### config.mk
export PLATFORM = sky130hd
export DESIGN_NAME = pc_gen_bp_flat
export DESIGN_NICKNAME = d
export VERILOG_FILES = /design/src/rtl/pc_gen_bp_pkg.sv /design/src/rtl/pc_gen_bp_if.sv /design/src/rtl/pc_gen_bp_btb_dm.sv /design/src/rtl/pc_gen_bp.sv /design/src/flat_wrapper.sv
export SDC_FILE = /design/constraint.sdc
export NUM_CORES = 1
export LEC_CHECK = 0
export BUFFER_PORTS_ARGS = -buffer_cell sky130_fd_sc_hd__buf_2
export CAP_MARGIN = 20
export CORE_ASPECT_RATIO = 0.7
export CORE_UTILIZATION = 35
export CTS_BUF_LIST = sky130_fd_sc_hd__clkbuf_4
export DETAILED_ROUTE_END_ITERATION = 7
export GPL_TIMING_DRIVEN = 0
export PLACE_DENSITY = 0.6
export SLEW_MARGIN = 20
export SYNTH_ARGS = -nofsm -noshare
export SYNTH_HDL_FRONTEND = slang
export SYNTH_SLANG_ARGS = --single-unit
### constraint.sdc
create_clock -name clk -period 15 [get_ports clk]
set_input_delay 0.75 -clock clk [delete_from_list [all_inputs] [get_ports clk]]
set_output_delay 0.75 -clock clk [all_outputs]
set_load 0.03 [all_outputs]
### src/rtl/pc_gen_bp_pkg.sv
// Shared definitions for the fetch-address generator and its BTB.
// Counter encodings, width defaults and the 2-bit counter step.
package pc_gen_bp_pkg;

  localparam int AddrLen = 32;
  localparam logic [AddrLen-1:0] ZERO_WORD = '0;
  localparam logic Enable = 1'b1;
  localparam logic Disable = 1'b0;
  localparam int INST_BYTES_DEF = 4;

  typedef enum logic [1:0] {
    CTR_SNT = 2'b00,
    CTR_WNT = 2'b01,
    CTR_WT  = 2'b10,
    CTR_ST  = 2'b11
  } ctr_e;

  function automatic ctr_e ctr_step(
    input ctr_e c,
    input logic taken
  );
    logic [1:0] v;
    v = c;
    unique case (1'b1)
      (taken && c != CTR_ST):   v = v + 2'd1;
      (!taken && c != CTR_SNT): v = v - 2'd1;
      default:                  v = c;
    endcase
    return ctr_e'(v);
  endfunction

endpackage

### src/rtl/pc_gen_bp_if.sv
// EX/IF-facing bundle of the fetch-address generator.
// master drives redirect/update/handshake; slave is the generator.
interface pc_gen_bp_if #(
  parameter int ADDR_W = 32
);

  logic              stall_i;
  logic              fetch_ready_i;
  logic              redirect_valid_i;
  logic [ADDR_W-1:0] redirect_pc_i;
  logic              upd_valid_i;
  logic [ADDR_W-1:0] upd_pc_i;
  logic              upd_taken_i;
  logic [ADDR_W-1:0] upd_target_i;
  logic [ADDR_W-1:0] pc_o;
  logic              pc_valid_o;
  logic              pc_redirect_o;
  logic              pred_taken_o;
  logic [ADDR_W-1:0] pred_target_o;

  modport master (
    output stall_i, fetch_ready_i,
    output redirect_valid_i, redirect_pc_i,
    output upd_valid_i, upd_pc_i,
    output upd_taken_i, upd_target_i,
    input  pc_o, pc_valid_o, pc_redirect_o,
    input  pred_taken_o, pred_target_o
  );

  modport slave (
    input  stall_i, fetch_ready_i,
    input  redirect_valid_i, redirect_pc_i,
    input  upd_valid_i, upd_pc_i,
    input  upd_taken_i, upd_target_i,
    output pc_o, pc_valid_o, pc_redirect_o,
    output pred_taken_o, pred_target_o
  );

endinterface

### src/rtl/pc_gen_bp_btb_dm.sv
// Direct-mapped BTB with 2-bit counters; word addresses in.
// Read is combinational, so a same-cycle write is seen next cycle.
module btb_dm
  import pc_gen_bp_pkg::*;
#(
  parameter int ADDR_W  = 32,
  parameter int ENTRIES = 16,
  localparam int IDX_W  = $clog2(ENTRIES),
  localparam int WA_W   = ADDR_W - 2,
  localparam int TAG_W  = WA_W - IDX_W
) (
  input  logic              clk,
  input  logic              i_rst_n,
  input  logic              i_en,
  input  logic [WA_W-1:0]   i_rd_wa,
  output logic              o_taken,
  output logic [ADDR_W-1:0] o_target,
  input  logic              i_upd_valid,
  input  logic [WA_W-1:0]   i_upd_wa,
  input  logic              i_upd_taken,
  input  logic [ADDR_W-1:0] i_upd_target
);

  logic              r_valid  [ENTRIES];
  ctr_e              r_ctr    [ENTRIES];
  logic [TAG_W-1:0]  r_tag    [ENTRIES];
  logic [ADDR_W-1:0] r_target [ENTRIES];

  logic [IDX_W-1:0] w_rd_idx;
  logic [TAG_W-1:0] w_rd_tag;
  logic [IDX_W-1:0] w_up_idx;
  logic [TAG_W-1:0] w_up_tag;
  logic             w_rd_hit;
  logic             w_up_hit;
  logic             w_we;

  assign w_rd_idx = i_rd_wa[IDX_W-1:0];
  assign w_rd_tag = i_rd_wa[WA_W-1:IDX_W];
  assign w_up_idx = i_upd_wa[IDX_W-1:0];
  assign w_up_tag = i_upd_wa[WA_W-1:IDX_W];

  assign w_rd_hit = r_valid[w_rd_idx] &&
                    (r_tag[w_rd_idx] == w_rd_tag);
  assign w_up_hit = r_valid[w_up_idx] &&
                    (r_tag[w_up_idx] == w_up_tag);

  assign o_taken  = w_rd_hit && r_ctr[w_rd_idx][1];
  assign o_target = r_target[w_rd_idx];

  assign w_we = i_en && i_upd_valid;

  always_ff @(posedge clk) begin
    if (!i_rst_n) begin
      for (int i = 0; i < ENTRIES; i++) begin
        r_valid[i] <= Disable;
        r_ctr[i]   <= CTR_WNT;
      end
    end else if (w_we) begin
      if (w_up_hit) begin
        r_ctr[w_up_idx] <= ctr_step(r_ctr[w_up_idx], i_upd_taken);
      end else if (i_upd_taken) begin
        r_valid[w_up_idx] <= Enable;
        r_ctr[w_up_idx]   <= CTR_WT;
      end
    end
  end

  // Tag/target need no reset: they are qualified by r_valid.
  always_ff @(posedge clk) begin
    if (i_rst_n && w_we && i_upd_taken) begin
      r_tag[w_up_idx]    <= w_up_tag;
      r_target[w_up_idx] <= i_upd_target;
    end
  end

endmodule

### src/rtl/pc_gen_bp.sv
// Fetch PC register with redirect priority and BTB prediction.
// Redirect beats stall; predicted/sequential advance needs IF accept.
module pc_gen_bp
  import pc_gen_bp_pkg::*;
#(
  parameter int              ADDR_W     = AddrLen,
  parameter int              ENTRIES    = 16,
  parameter int              INST_BYTES = INST_BYTES_DEF,
  parameter logic [ADDR_W-1:0] RESET_PC = '0
) (
  input logic         clk,
  input logic         rst,
  input logic         rdy,
  pc_gen_bp_if.slave  bus
);

  logic [ADDR_W-1:0] r_pc;
  logic              r_valid;
  logic              r_redir;

  logic              w_pred_taken;
  logic [ADDR_W-1:0] w_pred_target;
  logic [ADDR_W-1:0] w_seq_pc;
  logic [ADDR_W-1:0] w_next_pc;
  logic              w_advance;

  btb_dm #(
    .ADDR_W  (ADDR_W),
    .ENTRIES (ENTRIES)
  ) u_btb (
    .clk          (clk),
    .i_rst_n      (rst),
    .i_en         (rdy),
    .i_rd_wa      (r_pc[ADDR_W-1:2]),
    .o_taken      (w_pred_taken),
    .o_target     (w_pred_target),
    .i_upd_valid  (bus.upd_valid_i),
    .i_upd_wa     (bus.upd_pc_i[ADDR_W-1:2]),
    .i_upd_taken  (bus.upd_taken_i),
    .i_upd_target (bus.upd_target_i)
  );

  assign w_seq_pc  = r_pc + ADDR_W'(INST_BYTES);
  assign w_next_pc = w_pred_taken ? w_pred_target : w_seq_pc;
  assign w_advance = bus.fetch_ready_i && !bus.stall_i;

  always_ff @(posedge clk) begin
    if (!rst) begin
      r_pc    <= RESET_PC;
      r_valid <= Disable;
      r_redir <= Disable;
    end else if (rdy) begin
      r_valid <= Enable;
      if (bus.redirect_valid_i) begin
        r_pc    <= bus.redirect_pc_i;
        r_redir <= Enable;
      end else begin
        r_redir <= Disable;
        if (w_advance) begin
          r_pc <= w_next_pc;
        end
      end
    end
  end

  assign bus.pc_o          = r_pc;
  assign bus.pc_valid_o    = r_valid;
  assign bus.pc_redirect_o = r_redir;
  assign bus.pred_taken_o  = w_pred_taken;
  assign bus.pred_target_o = w_pred_target;

endmodule

### src/flat_wrapper.sv
// flat-port wrapper written by rule: the top's interface ports become plain ports
module pc_gen_bp_flat import pc_gen_bp_pkg::*;
#(
  parameter int              ADDR_W     = AddrLen,
  parameter int              ENTRIES    = 16,
  parameter int              INST_BYTES = INST_BYTES_DEF,
  parameter logic [ADDR_W-1:0] RESET_PC = '0
)
  (clk, rst, rdy, bus_stall_i, bus_fetch_ready_i, bus_redirect_valid_i, bus_redirect_pc_i, bus_upd_valid_i, bus_upd_pc_i, bus_upd_taken_i, bus_upd_target_i, bus_pc_o, bus_pc_valid_o, bus_pc_redirect_o, bus_pred_taken_o, bus_pred_target_o);
  pc_gen_bp_if #(.ADDR_W(ADDR_W)) bus_i ();
  input logic clk;
  input logic rst;
  input logic rdy;
  input wire logic [$bits(bus_i.stall_i)-1:0] bus_stall_i;
  input wire logic [$bits(bus_i.fetch_ready_i)-1:0] bus_fetch_ready_i;
  input wire logic [$bits(bus_i.redirect_valid_i)-1:0] bus_redirect_valid_i;
  input wire logic [$bits(bus_i.redirect_pc_i)-1:0] bus_redirect_pc_i;
  input wire logic [$bits(bus_i.upd_valid_i)-1:0] bus_upd_valid_i;
  input wire logic [$bits(bus_i.upd_pc_i)-1:0] bus_upd_pc_i;
  input wire logic [$bits(bus_i.upd_taken_i)-1:0] bus_upd_taken_i;
  input wire logic [$bits(bus_i.upd_target_i)-1:0] bus_upd_target_i;
  output wire logic [$bits(bus_i.pc_o)-1:0] bus_pc_o;
  output wire logic [$bits(bus_i.pc_valid_o)-1:0] bus_pc_valid_o;
  output wire logic [$bits(bus_i.pc_redirect_o)-1:0] bus_pc_redirect_o;
  output wire logic [$bits(bus_i.pred_taken_o)-1:0] bus_pred_taken_o;
  output wire logic [$bits(bus_i.pred_target_o)-1:0] bus_pred_target_o;
  assign bus_i.stall_i = bus_stall_i;
  assign bus_i.fetch_ready_i = bus_fetch_ready_i;
  assign bus_i.redirect_valid_i = bus_redirect_valid_i;
  assign bus_i.redirect_pc_i = bus_redirect_pc_i;
  assign bus_i.upd_valid_i = bus_upd_valid_i;
  assign bus_i.upd_pc_i = bus_upd_pc_i;
  assign bus_i.upd_taken_i = bus_upd_taken_i;
  assign bus_i.upd_target_i = bus_upd_target_i;
  assign bus_pc_o = bus_i.pc_o;
  assign bus_pc_valid_o = bus_i.pc_valid_o;
  assign bus_pc_redirect_o = bus_i.pc_redirect_o;
  assign bus_pred_taken_o = bus_i.pred_taken_o;
  assign bus_pred_target_o = bus_i.pred_target_o;
  pc_gen_bp #(.ADDR_W(ADDR_W), .ENTRIES(ENTRIES), .INST_BYTES(INST_BYTES), .RESET_PC(RESET_PC)) u_core (.clk(clk), .rst(rst), .rdy(rdy), .bus(bus_i));
endmodule
Word level (Yosys, flattened, before mapping)
Memory sizes are Yosys's and may differ from the RTL's. A register that Yosys moved wholly into a read port is not among the register bits. Cells that the tools add are included.

Register bits: 34. RAM bits: 976. Bits of input ports: 104. Output and inout port bits: 67. Word-level logic and storage cells: 65. Memories: 4.

Memories: u_core.u_btb.r_target (words 16, bits a word 32, rd ports 1, clocked after memory_dff 1, write ports 1, RTL line pc_gen_bp_btb_dm.sv:27) `logic [ADDR_W-1:0] r_target [ENTRIES];`; u_core.u_btb.r_tag (words 16, bits a word 26, rd ports 2, clocked after memory_dff 1, write ports 1, RTL line pc_gen_bp_btb_dm.sv:26) `logic [TAG_W-1:0] r_tag [ENTRIES];`; u_core.u_btb.r_ctr (words 16, bits a word 2, rd ports 2, clocked after memory_dff 1, write ports 16, RTL line pc_gen_bp_btb_dm.sv:25) `ctr_e r_ctr [ENTRIES];`; u_core.u_btb.r_valid (words 16, bits a word 1, rd ports 2, clocked after memory_dff 1, write ports 16, RTL line pc_gen_bp_btb_dm.sv:24) `logic r_valid [ENTRIES];`.

$add $sub $neg: 3. Equal/unequal tests: 3. Multiplexer cells: 35. Bitwise gates (word level): 1. Reductions and logical operators: 16.

Operators with widths (count): 32-bit two-way mux (3); 26-bit == test (2); 4-bit two-way mux (10); 32-bit by 3-bit adder with 32-bit output (second input constant) (1); 1-bit two-way mux (16); 2-bit two-way mux (5); 1-bit logical AND (9); 2-bit case mux with 2 select lines (1); 2-bit nonzero test (2); 2-bit by 1-bit adder with 2-bit output (second input constant) (1); 1-bit logical NOT (2); 2-bit inequality test (second input constant) (1); 2-bit AND reduction (1); 2-bit OR reduction (1); 2-bit by 1-bit subtractor with 2-bit output (second input constant) (1); 1-bit OR (1); 1-bit OR reduction (1).

Logic depth before layout (Yosys ltp)
An unclocked memory read counts as a cell.

Depth after elaboration: 10. Gate-level depth with buffers: 17. Gate-level depth less buffers: 9.

Cells and area by module
From an unflattened synthesis, not the netlist that was laid out.

Cells, all modules: 2262. Area, all modules: 44268.7 um^2.

Modules (own cells, without submodules): btb_dm (times used 1, cells an instance 1942, area an instance 41883.9 um^2, sequential area each 29148.0 um^2); pc_gen_bp (times used 1, cells an instance 320, area an instance 2384.8 um^2, sequential area each 680.7 um^2).

Least setup slack after synthesis
No wires, ideal clock.

Kind: input to register. From: in bus_upd_pc_i[4]. To: mem u_core.u_btb.r_ctr[13][0] (netlist bit) (data pin). Library setup time: 0.263 ns. Data arrival time: 7.026 ns. Required time: 14.737 ns. Slack: 7.711 ns. Stages: 8. Buffers on the path: 4. Cells stage by stage: clkbuf_1 -> buf_2 -> buf_2 -> clkbuf_1 -> nand2_1 -> nor3_1 -> a31oi_1 -> nand2b_1.

RTL lines: from (decl) (RTL line flat_wrapper.sv:19) `input wire logic [$bits(bus_i.upd_pc_i)-1:0] bus_upd_pc_i;`; to (decl) (RTL line pc_gen_bp_btb_dm.sv:25).

==> impl_metrics.tcl <==
set metrics [dict create \
    start_util_pct 35.5 \
    fin_cells 4721 \
    whs_endpoint "u_core.bus.pc_o[27]" \
    drt-initial-drc-count 3775 \
    synth_most_common_cell "edfxtp_1" \
    cts_max_path_buffers 3 \
    synth-edff-count 960 \
    r2r_cells 11 \
    fp.dieArea_um2 128000 \
    antenna_found_initial 13 \
    yosys.area.top_type "edfxtp_1" \
    final_core_util_pct 42.4 \
    finalWirelength_mm 147 \
    grt_max_degree 18 \
    cts_setup_buffers 0 \
    yosysSeqAreaShare_pct 67.5 \
    synth_cell_types 62 \
    irDropWorstVdd_mv 0.0694 \
    clkTransAtPathRegs_ps 80 \
    r2r_end "u_core.bus.pc_o[26]" \
    synthToLayoutAreaGrowth_pct 19.3 \
    gp_congestion 0.901 \
    cts-root-buf "clkbuf_4" \
    crit_type "reg2out" \
    status "complete, no violations" \
    p_per_area_nw_per_um2 115 \
    grt_usage_pct 22.9 \
    synth_seq_cells 1014 \
    slew_violations 0 \
    fin_crit_ps 8070 \
    intPower_mw 4.51 \
    cp_max_fo 10 \
    routed_via_density 5.84 \
    syn_area_per_cell_um2 19.6 \
    async_reset_ff_share_pct 0 \
    syn_nets 2370 \
    hold_ws_ps 86.3 \
    h-tree-depth 4 \
    synthTopCellsByArea "edfxtp_1 65%, mux4_2 20%, dfxtp_1 2.4%" \
    hpwl_mm 106 \
    end_kind "output pin" \
    fp.dieW_um 427 \
    slew_headroom_pct 16.5 \
    drc 0 \
    vias 27600 \
    dp.cells 4190 \
    final_antenna_net_count 0 \
    coreArea_um2 125000 \
    startpoint_type "flip-flop" \
    cts_tree "built" \
    synth_area_um2 44300 \
    finalSetupViolations 0 \
    yosys-top-cells-count "960 x edfxtp_1, 403 x mux4_2, 87 x clkbuf_1, 71 x xnor2_1" \
    wl_per_cell_um 31.1 \
    ys_warn_count 0 \
    rows 108 \
    layout.nets 2968 \
    p_sw_mw 1.58 \
    portBuffers 162 \
    grt_pass1_vias 27800 \
    tightest_slew_ps 1250 \
    min_path_type "in2reg" \
    clk_latency_ps 1230 \
    required_ps 14250 \
    leakage_nw 16.9 \
    drive_above_1_share_pct 38.2 \
    cts_made_buffers 233 \
    synth_top_area_share_pct 65.1 \
    dr.pass1.iters 5 \
    switching_share_pct 25.9 \
    period_share_pct 53.8 \
    die_height_um 300 \
    grt_overflow 0 \
    synthCells 2265 \
    pwr-share-comb_pct 10.9 \
    power_mw 6.10 \
    cts_sinks 1014 \
    cap_violations 0 \
    fmax_mhz 124 \
    p_clk_share_pct 37.8 \
    fillers 11000 \
    finClkSkew_ps 99.2 \
    seqPwrFrac_pct 51.3 \
    grt_pass1_wl_mm 205 \
    hold_start "bus_redirect_pc_i[27]" \
    cp.arrival_ps 7320 \
    synth_ff_type "edfxtp_1" \
    rrSetupSlack_ps 8730 \
    io_pins 171 \
    holdPathStages 3 \
    rsz0062_at_grt "false" \
    hold_viol 0 \
]
[state kept, by name, indices dropped and copies added (netlist names), named ones only]
name	count
u_core.u_btb.r_tag	416
u_core.u_btb.r_ctr	32
u_core.bus.pc_o	32
u_core.bus.pc_redirect_o	1
u_core.u_btb.r_valid	16
u_core.bus.pc_valid_o	1
u_core.u_btb.r_target	512
[layer usage]
layer | wire length, um | vias up | track usage, %
met3 | 17400 | 284 | 6.83
met1 | 57600 | 14500 | 31.2
met2 | 66600 | 1904 | 34.4
met5 | 41 | - | 0
li1 | - | 10900 | -
met4 | 5300 | 6 | 9.12
[critical path, stage by stage (launching register included)]
cell and delay (ps):
dfxtp_1 320, buf_2 430, buf_2 510, buf_2 440, buf_1 760, clkbuf_1 760
clkbuf_1 710, clkbuf_1 880, mux4_2 420, mux4_2 590, buf_2 230
[power groups by stage]
stage	sequential (mW)	combinational [mW]	clock [mW]
2_1_floorplan	3.20	0.358	0
3_3_place_gp	3.19	0.619	0
3_5_place_dp	3.19	0.632	0
4_1_cts	3.13	0.654	2.34
5_1_grt	3.13	0.688	2.47
6_report	3.13	0.663	2.31
[how the worst max path moves through the flow]
stage / from / end / cells past startpoint
after floorplan: bus_upd_pc_i[4] / u_core.u_btb.r_ctr[13][0] / 8
after global placement: bus_upd_pc_i[5] / u_core.u_btb.r_ctr[13][0] / 8
after detailed placement: bus_upd_pc_i[3] / u_core.u_btb.r_ctr[6][0] / 14
after CTS: flip-flop / bus_pred_target_o[6] / 10
after global routing: flip-flop / bus_pred_target_o[26] / 10
final: flip-flop / bus_pred_target_o[26] / 10
[cell families (layout without fill, tap and decap cells)]
family / Yosys count / count (layout) / synth area share [%]
AO/OA/AOI/OAI: 159 / 159 / 2.46
XOR/XNOR: 88 / 88 / 1.74
adder cells (fa/ha/maj): 3 / 3 / 0.0735
buffers and inverters: 175 / 973 / 1.74
flip-flops: 1014 / 1014 / 67.5
multiplexers: 473 / 473 / 22.1
other: 0 / 8 / 0
AND/OR/NAND/NOR: 353 / 353 / 4.35
[layout make-up]
cell class              count  area [um^2]  area share, %
clock inverters            78          447          0.845
clock buffers             357         2680           5.07
well taps                1650         2060           3.91
flip-flops and latches   1014        29900           56.6
diodes                      8         20.0         0.0379
multi-input cells        1076        13700           25.9
plain buffers             162          737           1.39
repair buffers            363         3220           6.10
inverters                  13         48.8         0.0923
[placed cells by master (no fill, tap or decap), types with 45 or more instances in the layout]
cell type,Yosys,routed
buf_4,11,70
nand3_1,53,53
xnor2_1,71,71
nor2_1,52,45
dlygate4sd3_1,0,87
mux4_2,403,403
clkbuf_1,87,83
clkbuf_4,0,357
buf_2,45,213
mux2i_1,60,60
dfxtp_1,54,54
clkinv_1,0,54
edfxtp_1,960,960
nand2_1,60,60
[stage by stage]
stage | area (um^2) | worst slack, ps | setup TNS (ps)
floorplan | 44300 | 7710 | 0
global placement | 47200 | -1160 | -113810
detailed placement | 48800 | 8100 | 0
CTS | 52800 | 6900 | 0
global route | 52800 | 6790 | 0
finish | 52800 | 6930 | 0
[what timing repair did]
item / 4_1_cts / 5_1_grt
hold buffers: 87 / 0
resized for setup: 0 / 0
endpoints found under the hold margin: 960 / 0
Power figures use the tool's default switching activity.
